**config.mk**
```make
export PLATFORM = sky130hd
export DESIGN_NAME = sid_bus_if
export DESIGN_NICKNAME = d
export VERILOG_FILES = /design/src/rtl/sid_pkg.sv /design/src/rtl/sid_sync.sv /design/src/rtl/sid_bus_if.sv
export SDC_FILE = /design/constraint.sdc
export NUM_CORES = 1
export LEC_CHECK = 0
export ABC_AREA = 1
export BUFFER_PORTS_ARGS = -buffer_cell sky130_fd_sc_hd__buf_2
export CAP_MARGIN = 10
export CORE_MARGIN = 2
export CORE_UTILIZATION = 54
export CTS_CLUSTER_DIAMETER = 60
export DETAILED_ROUTE_END_ITERATION = 16
export MAX_ROUTING_LAYER = met4
export PLACE_DENSITY = 0.79
export SETUP_SLACK_MARGIN = 0.05
export SYNTH_ARGS = -nofsm -noshare
export SYNTH_HDL_FRONTEND = slang
export SYNTH_SLANG_ARGS = --single-unit
export TNS_END_PERCENT = 1
```
**constraint.sdc**
```tcl
create_clock -name clk -period 1.9 [get_ports clk]
set_clock_uncertainty 0.1 [all_clocks]
set_input_delay 0.095 -clock clk [delete_from_list [all_inputs] [get_ports clk]]
set_output_delay 0.095 -clock clk [all_outputs]
set_load 0.1 [all_outputs]
```
**src/rtl/sid_pkg.sv**
```systemverilog
// sid_pkg: shared register addresses, bus FSM states and the readable-register decode helper
package sid_pkg;
  localparam logic [4:0] ADDR_POTX = 5'h19;
  localparam logic [4:0] ADDR_POTY = 5'h1A;
  localparam logic [4:0] ADDR_OSC3 = 5'h1B;
  localparam logic [4:0] ADDR_ENV3 = 5'h1C;
  typedef enum logic [1:0] {IDLE, WR, RD} bus_state_t;
  function automatic logic is_src(input logic [4:0] a);
    return (a >= ADDR_POTX) && (a <= ADDR_ENV3);
  endfunction
endpackage

```
**src/rtl/sid_sync.sv**
```systemverilog
// sid_sync: DEPTH-flop synchronizer with a parameterised reset value
//   clk, rst_n (async active-low), d (async input), q (synchronized output)
module sid_sync #(
  parameter int   DEPTH   = 2,
  parameter logic RST_VAL = 1'b0
) (
  input  logic clk,
  input  logic rst_n,
  input  logic d,
  output logic q
);
  logic [DEPTH-1:0] sr;
  always_ff @(posedge clk or negedge rst_n)
    if (!rst_n) sr <= {DEPTH{RST_VAL}};
    else sr <= DEPTH'({sr, d});
  assign q = sr[DEPTH-1];
endmodule

```
**src/rtl/sid_bus_if.sv**
```systemverilog
// sid_bus_if: asynchronous 6502-style CPU bus to SID register interface with a decaying bus latch
//   clk/iRstN/clkEn : master clock, async active-low reset, 1 MHz tick
//   iCSn/iRW/iPhi2  : asynchronous CPU control, synchronized internally
//   iAddr/iDataIn   : CPU address and write data
//   oData/oDataOE   : registered read data and its output enable
//   oWE/oAddr/oDataW: one-clk register write strobe with held address and data
//   iPotX/iPotY/iOsc3/iEnv3: readable register sources
module sid_bus_if
  import sid_pkg::*;
#(
  parameter int SYNC_STAGES = 2,
  parameter int DECAY_TICKS = 8192
) (
  input  logic       clk,
  input  logic       iRstN,
  input  logic       clkEn,
  input  logic       iCSn,
  input  logic       iRW,
  input  logic       iPhi2,
  input  logic [4:0] iAddr,
  input  logic [7:0] iDataIn,
  output logic [7:0] oData,
  output logic       oDataOE,
  output logic       oWE,
  output logic [4:0] oAddr,
  output logic [7:0] oDataW,
  input  logic [7:0] iPotX,
  input  logic [7:0] iPotY,
  input  logic [7:0] iOsc3,
  input  logic [7:0] iEnv3
);
  localparam int CW = $clog2(DECAY_TICKS + 1);
  logic cs_s, rw_s, phi2_s, phi2_d, rise, fall, commit, rd_done, load;
  bus_state_t state, state_nx;
  logic [4:0] cap_addr;
  logic [7:0] cap_data, bus_latch, rd_mux, load_val;
  logic [CW-1:0] decay_cnt;

  sid_sync #(.DEPTH(SYNC_STAGES), .RST_VAL(1'b1)) u_cs   (.clk(clk), .rst_n(iRstN), .d(iCSn),  .q(cs_s));
  sid_sync #(.DEPTH(SYNC_STAGES), .RST_VAL(1'b1)) u_rw   (.clk(clk), .rst_n(iRstN), .d(iRW),   .q(rw_s));
  sid_sync #(.DEPTH(SYNC_STAGES), .RST_VAL(1'b0)) u_phi2 (.clk(clk), .rst_n(iRstN), .d(iPhi2), .q(phi2_s));

  assign rise = phi2_s & ~phi2_d;
  assign fall = ~phi2_s & phi2_d;

  // Chip select deasserting before the phi2 fall aborts the cycle with no side effects
  always_comb begin
    state_nx = state;
    commit   = 1'b0;
    rd_done  = 1'b0;
    unique case (state)
      IDLE: if (rise && !cs_s) state_nx = rw_s ? RD : WR;
      WR: if (cs_s) state_nx = IDLE;
          else if (fall) begin
            state_nx = IDLE;
            commit   = 1'b1;
          end
      RD: if (cs_s) state_nx = IDLE;
          else if (fall) begin
            state_nx = IDLE;
            rd_done  = 1'b1;
          end
      default: state_nx = IDLE;
    endcase
  end

  always_comb
    rd_mux = (iAddr == ADDR_POTX) ? iPotX :
             (iAddr == ADDR_POTY) ? iPotY :
             (iAddr == ADDR_OSC3) ? iOsc3 :
             (iAddr == ADDR_ENV3) ? iEnv3 : bus_latch;

  // Reads of the live registers refresh the latch with the value the CPU saw
  assign load     = commit | (rd_done & is_src(iAddr));
  assign load_val = commit ? cap_data : oData;
  assign oDataOE  = (state == RD);

  always_ff @(posedge clk or negedge iRstN)
    if (!iRstN) begin
      state    <= IDLE;
      phi2_d   <= 1'b0;
      cap_addr <= '0;
      cap_data <= '0;
      oWE      <= 1'b0;
      oAddr    <= '0;
      oDataW   <= '0;
      oData    <= '0;
    end else begin
      state  <= state_nx;
      phi2_d <= phi2_s;
      oWE    <= commit;
      oData  <= rd_mux;
      if (state == WR) begin
        cap_addr <= iAddr;
        cap_data <= iDataIn;
      end
      if (commit) begin
        oAddr  <= cap_addr;
        oDataW <= cap_data;
      end
    end

  // A load in the same clk as the final tick takes priority over the decay clear
  always_ff @(posedge clk or negedge iRstN)
    if (!iRstN) begin
      bus_latch <= '0;
      decay_cnt <= '0;
    end else if (load) begin
      bus_latch <= load_val;
      decay_cnt <= CW'(DECAY_TICKS);
    end else if (clkEn && decay_cnt != '0) begin
      decay_cnt <= decay_cnt - CW'(1);
      if (decay_cnt == CW'(1)) bus_latch <= 8'h00;
    end
endmodule

```
# Yosys cells after proc, flatten, opt, wreduce, memory -nomap -nowiden
# Index checks and enable logic that the tools add are counted.
# totals
register_bits	66
input_bits	51
# op_classes
magnitude_cmp	2
n_reduce_logical	11
n_mux	19
bitwise	6
add_sub_neg	1
n_eq_ne	9
# op_table
operator	count
$mux W8	8
$mux W14	2
$eq A5 B5 Y1 const B	4
$eq A14 B1 Y1 const B	1
$reduce_bool A14 Y1	1
$sub A14 B1 Y14 const B	1
$mux W2	4
$ge A5 B5 Y1 const B	1
$le A5 B5 Y1 const B	1
$mux W1	4
$pmux W2 S2	1
$reduce_and A2 Y1	2
$reduce_bool A2 Y1	2
$and A1 B1 Y1	3
$logic_and A1 B1 Y1	3
$ne A3 B1 Y1 const B	1
$eq A2 B1 Y1 const B	1
$eq A2 B2 Y1 const B	1
$logic_not A2 Y1	1
$ne A2 B2 Y1 const B	1
$not A1 Y1	2
$reduce_or A2 Y1	1
$logic_not A1 Y1	1
$or A1 B1 Y1	1

# Longest topological paths before layout
# depth
depth_word	9
mapped_depth	10

# Cells and area by module
# From an unflattened synthesis, not the netlist that was laid out.
# unflattened
hier_cells	452
area_unflattened_um2	3452.1
# by_module_without_submodules
mod	area_per_inst_um2	seq_area_each_um2	n_inst	cells_per_inst
sid_bus_if	3296.9	1501.4	1	446
sid_sync at u_cs ...	52.6	52.6	2	2
sid_sync at u_phi2	50.0	50.0	1	2

# Least setup slack after synthesis
# No wires, ideal clock.
# synth_path
path_kind	flip-flop to flip-flop
start	reg state[0]
end	reg bus_latch[3]
t_required_ps	1681
period_less_slack_ps	2210
t_arrival_ps	1991
path_slack_ps	-310
path_stages_with_launch	11
cell_sequence	dfrtp_1 -> inv_1 -> ha_1 -> inv_1 -> nor2_1 -> nand3_2 -> nand2_4 -> inv_4 -> buf_6 -> nand3_1 -> nand2_1
# synth_via
elab_chain_len	6
# synth_rtl
item	line_no	source
start: declaration	sid_bus_if.sv:34	bus_state_t state, state_nx;
start signal: assignment	sid_bus_if.sv:89	state <= state_nx;
$eq A2 B2 Y1 *	--	
named net oDataOE	sid_bus_if.sv:23	output logic oDataOE,
$mux W1 *	sid_bus_if.sv:51	unique case (state)
$and A1 B1 Y1 *	sid_bus_if.sv:74	assign load = commit | (rd_done & is_src(iAddr));
$or A1 B1 Y1 *	sid_bus_if.sv:74	
$reduce_bool A2 Y1 (no source line)	--	
$reduce_and A2 Y1 (no source line)	--	
end signal: assignment	sid_bus_if.sv:109	bus_latch <= load_val;
end: declaration	sid_bus_if.sv:36	logic [7:0] cap_data, bus_latch, rd_mux, load_val;
# Mark *: on every way through the listed nets, which the timed path passes. The rest lies on a longest branch.
# A chain may end at the register's enable or synchronous reset.

# Final worst setup path
# layout_path
start	in iAddr[2]
end	reg oData[5]
# layout_via
elab_chain_len	5
# layout_rtl
item	line_no	source
start: declaration	sid_bus_if.sv:20	input logic [4:0] iAddr,
$eq A5 B5 Y1	sid_bus_if.sv:71	(iAddr == ADDR_ENV3) ? iEnv3 : bus_latch;
$mux W8	sid_bus_if.sv:71	
$mux W8	sid_bus_if.sv:70	(iAddr == ADDR_OSC3) ? iOsc3 :
$mux W8	sid_bus_if.sv:69	(iAddr == ADDR_POTY) ? iPotY :
$mux W8 *	sid_bus_if.sv:68	rd_mux = (iAddr == ADDR_POTX) ? iPotX :
named net rd_mux[5]	sid_bus_if.sv:36	
end signal: assignment	sid_bus_if.sv:92	oData <= rd_mux;
end: declaration	sid_bus_if.sv:22	output logic [7:0] oData,
# Marks and branches as above.

==> qor_table.md <==
| Metric | Value |
|---|---|
| Sink Count | 66 |
| Filler cell count | 432 |
| Proportion of register bits with asynchronous set or reset after synthesis | 100.0% |
| Critical Path Slowest Stage Cell | sky130_fd_sc_hd__dlygate4sd3_1 |
| Power density of the placed cells | 1674 nW/µm² |
| Core utilization of the finished layout | 74.64% |
| Reg2Reg Capture Point | decay_cnt[2] |
| CTS max path bufs | 2 |
| Net switching power figure | 3.762 mW |
| Crit path DAT | 1.87 ns |
| Antenna Diode Count | 0 |
| Initial core utilization | 56.34% |
| Final #Nets | 606 |
| Multiplexer share of the synthesized area | 0% |
| Count of boundary I/O pins | 74 |
| Residual DRC count | 0 |
| Placed Instance Area | 3807 µm² |
| Number of flops mapped to enable cells by yosys | 0 |
| Number of design-rule violations left by the first detailed-router iteration | 230 |
| Detailed Routing Iterations Pass 1 | 5 |
| Yosys reg bits | 66 |
| Worst slew margin relative to its limit | 65.37% |
| Slack of the worst reg-to-reg path | 0.15 ns |
| Worst IR drop on VDD | 1.305 mV |
| Post-route worst hold slack | 0.09532 ns |
| Worst Reg-to-Reg Cells | 9 |
| Cell occurring most often along the worst timing path | sky130_fd_sc_hd__nand3_1 |
| Simple-gate portion of the synthesized area | 29.98% |
| Biggest area consumer among synthesized cells | sky130_fd_sc_hd__dfrtp_1 |
| PortBufs | 73 |
| Final number of hold-violating endpoints | 0 |
| Share of the synthesized area in compound gates (AO/OA/AOI/OAI) | 8.688% |
| Via density per instance | 5.169 |
| Clock period minus final worst setup slack | 1.753 ns |
| Worst Hold End | decay_cnt[7] |
| Clock insertion delay at the later pin of the skew report | 0.34 ns |
| Count of placed standard cells in the final layout, fillers left out | 629 |
| Total number of vias | 3,251 |
| Synthesis warning total | 0 |
| Power share of the clock group | 19.4% |
| Layout cells sized above 1 | 21.12% |
| CP startpoint kind | input pin |
| CTS root buf | sky130_fd_sc_hd__clkbuf_8 |
| Area occupied by registers | 1657 µm² |
| Count of nets left with antenna violations after detail routing | 0 |
| Clock edge transition at the registers on the reported setup and hold paths | 0.08 ns |
| Area used by multi-input combinational logic | 1456 µm² |
| Period utilisation layout | 92.24% |
| Number of cells on the worst hold path | 4 |
| Global-route wire length before repair | 13,940 µm |
| Synth-to-Final Area Change | 32.48% |
| Portion of the post-synthesis area used by sequential elements | 49.37% |
| Power share of the sequential group | 31.2% |
| Row Count | 28 |
| Capturing element type of the critical path | flop |
| Fraction of power consumed by combinational cells | 49.5% |
| Count of max-cap constraint violations | 0 |
| Maximum clock rate | 0.5706 GHz |
| Worst-case setup slack after placement | 0.02223 ns |
| Setup total negative slack | 0 ns |
| Net switching share of the total power | 50.56% |
| Die boundary height | 82.83 µm |
| Post-synthesis net count | 491 |
| Initial antenna violation count | 0 |
| Die Width | 82.83 µm |
| Number of distinct library cells after synthesis | 28 |
| Synth Cell Area | 3356 µm² |
| TritonCTS clock tree | done |
| Result of the run | completed |
| Total power | 7.440 mW |
| Post-layout instance area | 4446 µm² |
| Largest fanout on the critical path | 9 |
| Worst setup path class | input pin to flop |
| Internal power of the cells | 3.678 mW |
| Actual slew at the worst max-slew pin | 0.5156 ns |
| Worst EP required | 2.02 ns |
| Worst R2R Start | state[0] |
| Global placement routability congestion | 1.005 |
| Post-synth top cells | 122 x sky130_fd_sc_hd__nand2_1, 62 x sky130_fd_sc_hd__dfrtp_1, 56 x sky130_fd_sc_hd__nand3_1, 52 x sky130_fd_sc_hd__inv_1, 44 x sky130_fd_sc_hd__nor2_1 |
| Total track usage | 25.70% |
| Largest net degree at the start of global routing | 38 |
| CP peak stage delay | 0.56 ns |
| P_leak | 2.393 nW |
| Cells after DPL | 575 |
| Source of the worst hold timing path | clkEn |
| Wire length reported by the detailed router | 8360 µm |
| Post-detailed-route wirelength per cell | 13.29 µm |
| Most repeated cell in the gate-level netlist after synthesis | sky130_fd_sc_hd__nand2_1 |
| Unrepaired setup endpoints after global routing | true |
| Cell-by-cell listing of the critical path | buf_2 > nor2_1 > nand3_1 > nor2_2 > inv_1 > nand3_1 > a21oi_1 > dlygate4sd3_1 |
| Adder-cell share of the synthesized area | 2.237% |
| Classification of the worst-slack hold path | input pin to flop |
| Cells after synthesis | 434 |
| Vias in the first global route | 3,064 |
| Final Worst Setup Slack | 0.1475 ns |
| HPWL after detailed placement | 5794 µm |
| Post-synth top flop | sky130_fd_sc_hd__dfrtp_1 |
| Average instance area after synthesis | 7.732 µm² |
| Global route total overflow | 0 |
| Count of endpoints failing setup in the final report | 0 |
| Combinational family with the most area after synthesis | simple AND/OR/NAND/NOR gates |
| Depth of the CTS H-tree | 3 |
| Core footprint | 5956 µm² |
| Die Outline Area | 6861 µm² |
| Top area cells in the synthesized netlist | sky130_fd_sc_hd__dfrtp_1 46%, sky130_fd_sc_hd__nand2_1 14%, sky130_fd_sc_hd__nand3_1 8.4% |
| Top-area cell type share of the netlist area | 46.23% |
| Final-report max-slew violation count | 0 |
| Xor/xnor share of the synthesized area | 1.305% |
| CTS buffer count | 9 |
logic make-up (layout without fill, tap and decap cells):
family	Yosys count	count (layout)
flip-flops	66	66
AO/OA/AOI/OAI	57	57
XOR/XNOR	5	5
adder cells (fa/ha/maj)	6	6
AND/OR/NAND/NOR	232	232
buffers and inverters	68	188
cell usage in the layout (no fill, tap or decap), drive strengths merged:
cell type | synthesis | final
o21ai | 38 | 38
dlygate4sd3 | 0 | 33
clkinvlp | 0 | 1
o31ai | 1 | 1
nor2 | 46 | 46
dfstp | 4 | 4
nand2 | 124 | 124
nand3 | 58 | 58
buf | 5 | 83
inv | 55 | 55
dfrtp | 62 | 62
nor4 | 1 | 1
bufinv | 0 | 3
clkbuf | 7 | 10
clkinv | 1 | 3
xor2 | 5 | 5
a21oi | 18 | 18
ha | 6 | 6
nand4 | 3 | 3
timing repair:
| action | 4_1_cts | 5_1_grt |
|---|---|---|
| pin swaps | 0 | 2 |
| buffers inserted | 0 | 5 |
| hold endpoints to repair | 75 | 0 |
| resized for setup | 1 | 3 |
| hold buffers | 33 | 0 |
| setup endpoints to repair | 5 | 18 |
registers in the layout, indices dropped and copies added (netlist names), 5 cells and up:
signal,count
oData,8
oDataW,8
bus_latch,8
cap_addr,5
oAddr,5
cap_data,8
decay_cnt,14
layout make-up:
class / instances / share of cell area, %
clock buffer: 10 / 2.871
clock inverter: 6 / 2.589
inverter: 56 / 4.785
multi-input combinational: 300 / 32.76
sequential: 66 / 37.26
tap: 75 / 2.111
timing repair buffer: 116 / 17.62
critical path: cells and delay by family:
family | cells | cell delay [ns]
AO/OA/AOI/OAI | 1 | 0.08
buffers and inverters | 3 | 0.90
AND/OR/NAND/NOR | 4 | 0.78
metal layers:
| layer | vias up | GRT usage (%) | part of all wire, % |
|---|---|---|---|
| li1 | 1606 | - | - |
| met4 | 0 | 8.942 | 2.1 |
| met5 | - | - | 0 |
| met3 | 22 | 5.467 | 5.2 |
| met2 | 104 | 40.91 | 48 |
| met1 | 1519 | 32.83 | 44 |
how the worst max path moves through the flow:
stage / cells past startpoint / slack (ns) / endpoint / start
after floorplan: 10 / 0.15 / bus_latch[3] / state[0]
after global placement: 9 / 0.12 / decay_cnt[13] / decay_cnt[0]
after detailed placement: 9 / 0.02 / decay_cnt[13] / decay_cnt[0]
after CTS: 9 / 0.08 / decay_cnt[12] / decay_cnt[0]
after global routing: 9 / 0.03 / bus_latch[2] / state[0]
final: 8 / 0.15 / oData[5] / iAddr[2]
power by group through the flow:
| stage | clock network, mW | logic (mW) | registers (mW) |
|---|---|---|---|
| after global placement | 0 | 3.48 | 2.32 |
| after CTS | 1.45 | 3.65 | 2.31 |
| after global routing | 1.52 | 4.00 | 2.38 |
| final | 1.44 | 3.68 | 2.32 |
| after detailed placement | 0 | 3.53 | 2.33 |
| after floorplan | 0 | 1.32 | 3.83 |
Note: power is estimated with default switching activity, not from simulation.
